`config.mk`:
```
export PLATFORM = sky130hd
export DESIGN_NAME = instr_decode_stage
export DESIGN_NICKNAME = d
export VERILOG_FILES = /design/src/rtl/instr_decode_stage.sv
export SDC_FILE = /design/constraint.sdc
export NUM_CORES = 1
export LEC_CHECK = 0
export CAP_MARGIN = 5
export CORE_MARGIN = 2
export CORE_UTILIZATION = 49
export DETAILED_ROUTE_END_ITERATION = 10
export GPL_TIMING_DRIVEN = 0
export PLACE_DENSITY = 0.8
export SLEW_MARGIN = 0
export SYNTH_ARGS = -nofsm -noshare
export SYNTH_HDL_FRONTEND = slang
export SYNTH_SLANG_ARGS = --single-unit
```
`constraint.sdc`:
```
create_clock -name clk -period 2.25 [get_ports clk]
set_input_delay 0.225 -clock clk [delete_from_list [all_inputs] [get_ports clk]]
set_output_delay 0.225 -clock clk [all_outputs]
set_load 0.005 [all_outputs]
```
`src/rtl/instr_decode_stage.sv`:
```
// Instruction decode stage: splits each accepted instruction into opcode,
// four register fields and an extended immediate, flags illegal opcodes,
// and holds the decoded records in a 2-entry valid/ready buffer so that
// back-pressure from execute never drops an instruction.
module instr_decode_stage #(
    parameter int                        INSTR_W      = 16,
    parameter int                        OPCODE_W     = 4,
    parameter int                        REG_W        = 2,
    parameter int                        DATA_W       = 16,
    parameter bit                        IMM_SIGNED   = 1'b1,
    parameter logic [(2**OPCODE_W)-1:0]  ILLEGAL_MASK = 16'hF000
) (
    input  logic                clk,
    input  logic                reset,
    input  logic                flush,
    input  logic                in_valid,
    output logic                in_ready,
    input  logic [INSTR_W-1:0]  instruction,
    output logic                out_valid,
    input  logic                out_ready,
    output logic [OPCODE_W-1:0] opcode,
    output logic [REG_W-1:0]    reg_a,
    output logic [REG_W-1:0]    reg_b,
    output logic [REG_W-1:0]    reg_c,
    output logic [REG_W-1:0]    reg_d,
    output logic [DATA_W-1:0]   imm_ext,
    output logic                illegal,
    output logic [15:0]         instr_count
);

    // The immediate is whatever is left below the opcode and register fields.
    localparam int IMM_W = INSTR_W - OPCODE_W - 4 * REG_W;

    if (IMM_W <= 0) begin : g_bad_imm_w
        $error("instr_decode_stage: no room left for the immediate field");
    end
    if (DATA_W < IMM_W) begin : g_bad_data_w
        $error("instr_decode_stage: DATA_W is narrower than the immediate");
    end

    // One fully decoded instruction, as stored in a buffer slot.
    typedef struct packed {
        logic [OPCODE_W-1:0] opcode;
        logic [REG_W-1:0]    reg_a;
        logic [REG_W-1:0]    reg_b;
        logic [REG_W-1:0]    reg_c;
        logic [REG_W-1:0]    reg_d;
        logic [DATA_W-1:0]   imm_ext;
        logic                illegal;
    } dec_t;

    dec_t        r_buf [2];
    logic [1:0]  r_count;
    logic        r_wr_ptr;
    logic        r_rd_ptr;
    logic [15:0] r_instr_count;

    dec_t        w_dec;
    dec_t        w_head;
    logic [IMM_W-1:0] w_imm;
    logic        w_push;
    logic        w_pop;

    // Handshake qualifiers; in_ready comes from registered occupancy only.
    assign in_ready  = (r_count != 2'd2);
    assign out_valid = (r_count != 2'd0);
    assign w_push    = in_valid & in_ready & ~flush;
    assign w_pop     = out_valid & out_ready;

    assign w_imm = instruction[IMM_W-1:0];

    // Decode the incoming instruction so the buffer stores finished records.
    always_comb begin
        // NOTE: every field gets a default first so no path leaves it unassigned (no latch).
        w_dec         = '0;
        w_dec.opcode  = instruction[INSTR_W-1 -: OPCODE_W];
        w_dec.reg_a   = instruction[INSTR_W-OPCODE_W-1 -: REG_W];
        w_dec.reg_b   = instruction[INSTR_W-OPCODE_W-REG_W-1 -: REG_W];
        w_dec.reg_c   = instruction[INSTR_W-OPCODE_W-2*REG_W-1 -: REG_W];
        w_dec.reg_d   = instruction[INSTR_W-OPCODE_W-3*REG_W-1 -: REG_W];
        if (IMM_SIGNED) begin
            w_dec.imm_ext = DATA_W'($signed(w_imm));
        end else begin
            w_dec.imm_ext = DATA_W'(w_imm);
        end
        w_dec.illegal = ILLEGAL_MASK[w_dec.opcode];
    end

    // Buffer slots, pointers, occupancy and accepted-instruction counter.
    always_ff @(posedge clk or negedge reset) begin
        if (!reset) begin
            // NOTE: both slots are cleared because the outputs must read 0 out of reset.
            r_buf[0]      <= '0;
            r_buf[1]      <= '0;
            r_count       <= 2'd0;
            r_wr_ptr      <= 1'b0;
            r_rd_ptr      <= 1'b0;
            r_instr_count <= 16'd0;
        end else if (flush) begin
            // A pop in the flush cycle is treated as consumed; a push is dropped.
            r_count  <= 2'd0;
            r_wr_ptr <= 1'b0;
            r_rd_ptr <= 1'b0;
        end else begin
            // NOTE: non-blocking so every register sees pre-edge values of the others.
            if (w_push) begin
                r_buf[r_wr_ptr] <= w_dec;
                r_wr_ptr        <= ~r_wr_ptr;
                r_instr_count   <= r_instr_count + 16'd1;
            end
            if (w_pop) begin
                r_rd_ptr <= ~r_rd_ptr;
            end
            case ({w_push, w_pop})
                2'b10:   r_count <= r_count + 2'd1;
                2'b01:   r_count <= r_count - 2'd1;
                default: r_count <= r_count;
            endcase
        end
    end

    // Head entry drives the downstream outputs.
    assign w_head      = r_buf[r_rd_ptr];
    assign opcode      = w_head.opcode;
    assign reg_a       = w_head.reg_a;
    assign reg_b       = w_head.reg_b;
    assign reg_c       = w_head.reg_c;
    assign reg_d       = w_head.reg_d;
    assign imm_ext     = w_head.imm_ext;
    assign illegal     = w_head.illegal;
    assign instr_count = r_instr_count;

endmodule

```
==> flow_metrics.tcl <==
set metrics [dict create \
    track_usage_pct 17.23 \
    fin_nets 287 \
    cts.htree.levels 2 \
    syn-num-nets 211 \
    antenna_found_initial 0 \
    worst_setup_path_end_kind "primary output" \
    cp_cell_sequence "mux2_2, buf_4, clkdlybuf4s50_1" \
    whs_ns 0.4456 \
    r2r_start "r_count[1]" \
    crit_type "reg -> out" \
    rrSetupSlack_ns 0.53 \
    critical-path-top-delay-family "buffers and inverters" \
    period_share_pct 91.34 \
    numCtsBuffers 5 \
    fin_total_pwr_mw 2.997 \
    ys_top_cells_by_area "dfrtp_1 51%, mux2_2 14%, mux2_4 11%, xnor2_1 3.7%, buf_4 3.4%" \
    required_ns 2.03 \
    viasPerCell 4.896 \
    antenna_cells 0 \
    fillers 420 \
    crit_slowest_cell "dfrtp_4" \
    fmax_ghz 0.4866 \
    finalSetupViolations 0 \
    synthArstFlopShare_pct 100.0 \
    synth_edf_count 0 \
    port-buffer-count 67 \
    slew_violations 0 \
    clk_pin_slew_ns 0.09 \
    ys_types 33 \
    yosysTopAreaCell "dfrtp_1" \
    cts_tree "built" \
    die_w_um 77.19 \
    cts_root_buf "clkbuf_8" \
    drtAntennaViolNets 0 \
    grt_pass1_wl_um 8224 \
    synth-seq-cells 54 \
    cp_max_fo 13 \
    max_slew_margin_pct 62.07 \
    io_pins 68 \
    clock_tree.buffer_depth 2 \
    num_rows 26 \
    syn_area_per_cell_um2 13.89 \
    grt_overflow 0 \
    power_density_nw_per_um2 852.9 \
    dr.pass1.iters 4 \
    synth.most_common_cell "dfrtp_1" \
    num_vias 1645 \
    ys_seq_area_share_pct 51.48 \
    status "finished clean" \
    syn-instance-count 189 \
    core_um2 5140 \
    r2r_end "r_buf[46]" \
    drcViolationCount 0 \
    max_stage_delay_ns 0.51 \
    grt_pass1_vias 1678 \
    reg2reg_depth 4 \
    period_minus_slack_ns 2.055 \
    rsz0062_at_grt "false" \
    arrival_ns 1.83 \
    clk_latency_ns 0.30 \
    finalWeightedCongestion 0.7218 \
    worstHoldPathType "in -> async" \
    final_core_util_pct 68.35 \
    drive_above_1_share_pct 32.71 \
    fin_worst_skew_ns 0.006619 \
    clock_sinks 54 \
    regArea_um2 1355 \
    die_h_um 77.19 \
    worst_setup_path_start_kind "register" \
    ys_warn_count 0 \
    hold_viol 0 \
    start_util_pct 51.07 \
    grt_max_degree 32 \
    synth_top_cell_area_share_pct 51.48 \
    area_delta_synth_final_pct 33.84 \
    drt_iter0_drc 34 \
    leakage_nw 1.526 \
    wl_per_cell_um 14.39 \
    wl_um 4834 \
    synth_ff_type "dfrtp_1" \
    critical_path_buf_inv_count 2 \
    ys_top_cells_by_count "54 x dfrtp_1, 32 x mux2_2, 20 x mux2_4" \
    tightest_slew_ns 0.5689 \
    multiInputGateArea_um2 1117 \
    ir_worst_vdd_v 0.0004607 \
    maxCapViolCount 0 \
    netlist_area_um2 2625 \
    hpwl_um 3584 \
    dieArea_um2 5958 \
]
worst max path at each step:
stage,startpoint,endpoint,depth (start not counted)
finish,r_rd_ptr,imm_ext[9],3
CTS,r_rd_ptr,imm_ext[11],3
global placement,reset,r_buf[32],1
floorplan,r_rd_ptr,imm_ext[10],4
detailed placement,r_rd_ptr,imm_ext[11],5
global route,r_rd_ptr,imm_ext[12],3
per-layer routing:
metal	vias to the layer above	wire, µm	part of all wire [%]	track usage [%]
met5	-	0	0	0
met3	7	217	4.5	4.235
met2	39	2339	48	28.26
li1	787	-	-	-
met1	812	2221	46	22.93
met4	0	56	1.2	4.464
placed cells by master, fill, tap and decap left out, types with 2 or more instances in the layout:
cell / Yosys / routed
mux2_2: 32 / 32
o21ai_0: 2 / 2
nor2_1: 6 / 6
a21oi_1: 2 / 2
dfrtp_1: 54 / 53
clkbuf_8: 0 / 6
clkdlybuf4s50_1: 0 / 66
buf_4: 12 / 14
buf_12: 1 / 2
nand4_1: 3 / 3
nand3_1: 8 / 8
xor2_1: 6 / 6
mux2_4: 20 / 20
inv_1: 5 / 5
nand2_1: 7 / 7
xnor2_1: 11 / 11
cell type report:
class	count	area share, %
Buffer	15	3.668
Timing Repair Buffer	71	20.23
Inverter	5	0.5342
Clock buffer	6	2.350
Multi-Input combinational cell	113	31.80
Clock inverter	2	0.3561
Tap cell	70	2.493
Sequential cell	54	38.57
power breakdown:
| part | total, mW | internal [mW] | switching, mW |
|---|---|---|---|
| Clock | 0.548 | 0.248 | 0.300 |
| Sequential | 1.36 | 1.20 | 0.158 |
| Combinational | 1.09 | 0.758 | 0.333 |
timing repair:
action                                  in CTS  in global routing
resized for setup                            2                  0
endpoints found under the setup margin      21                 12
hold buffers                                 1                  0
hold endpoints to repair                    23                  0
buffers inserted                             0                  2
cell families (layout without fill, tap and decap cells):
kind of cell               Yosys count  in the layout  share of synthesized area [%]
and+or+nand+nor                     37             37                          9.915
AOI/OAI and AO/OA                    6              6                          1.335
muxes                               52             52                          25.17
adders and majority gates            1              1                         0.4766
buffers and inverters               22             99                          5.958
DFF                                 54             54                          51.48
xor gates and xnor gates            17             17                          5.672
through the flow:
stage               std cells  setup WS (ns)  instance area [µm²]  TNS (ns)
finish                    336         0.1948                 3513         0
global route              336        0.08801                 3513         0
CTS                       334       0.008783                 3498         0
detailed placement        327        -0.2157                 3398    -2.583
global placement          326        -0.6771                 3383    -38.13
floorplan                 189         0.5568                 2625         0
state kept, by name, indices dropped and copies added, names as in the netlist:
register     cells
r_count          2
r_rd_ptr         1
instr_count     16
r_wr_ptr         1
r_buf           34
Note: power is estimated with default switching activity, not from simulation.
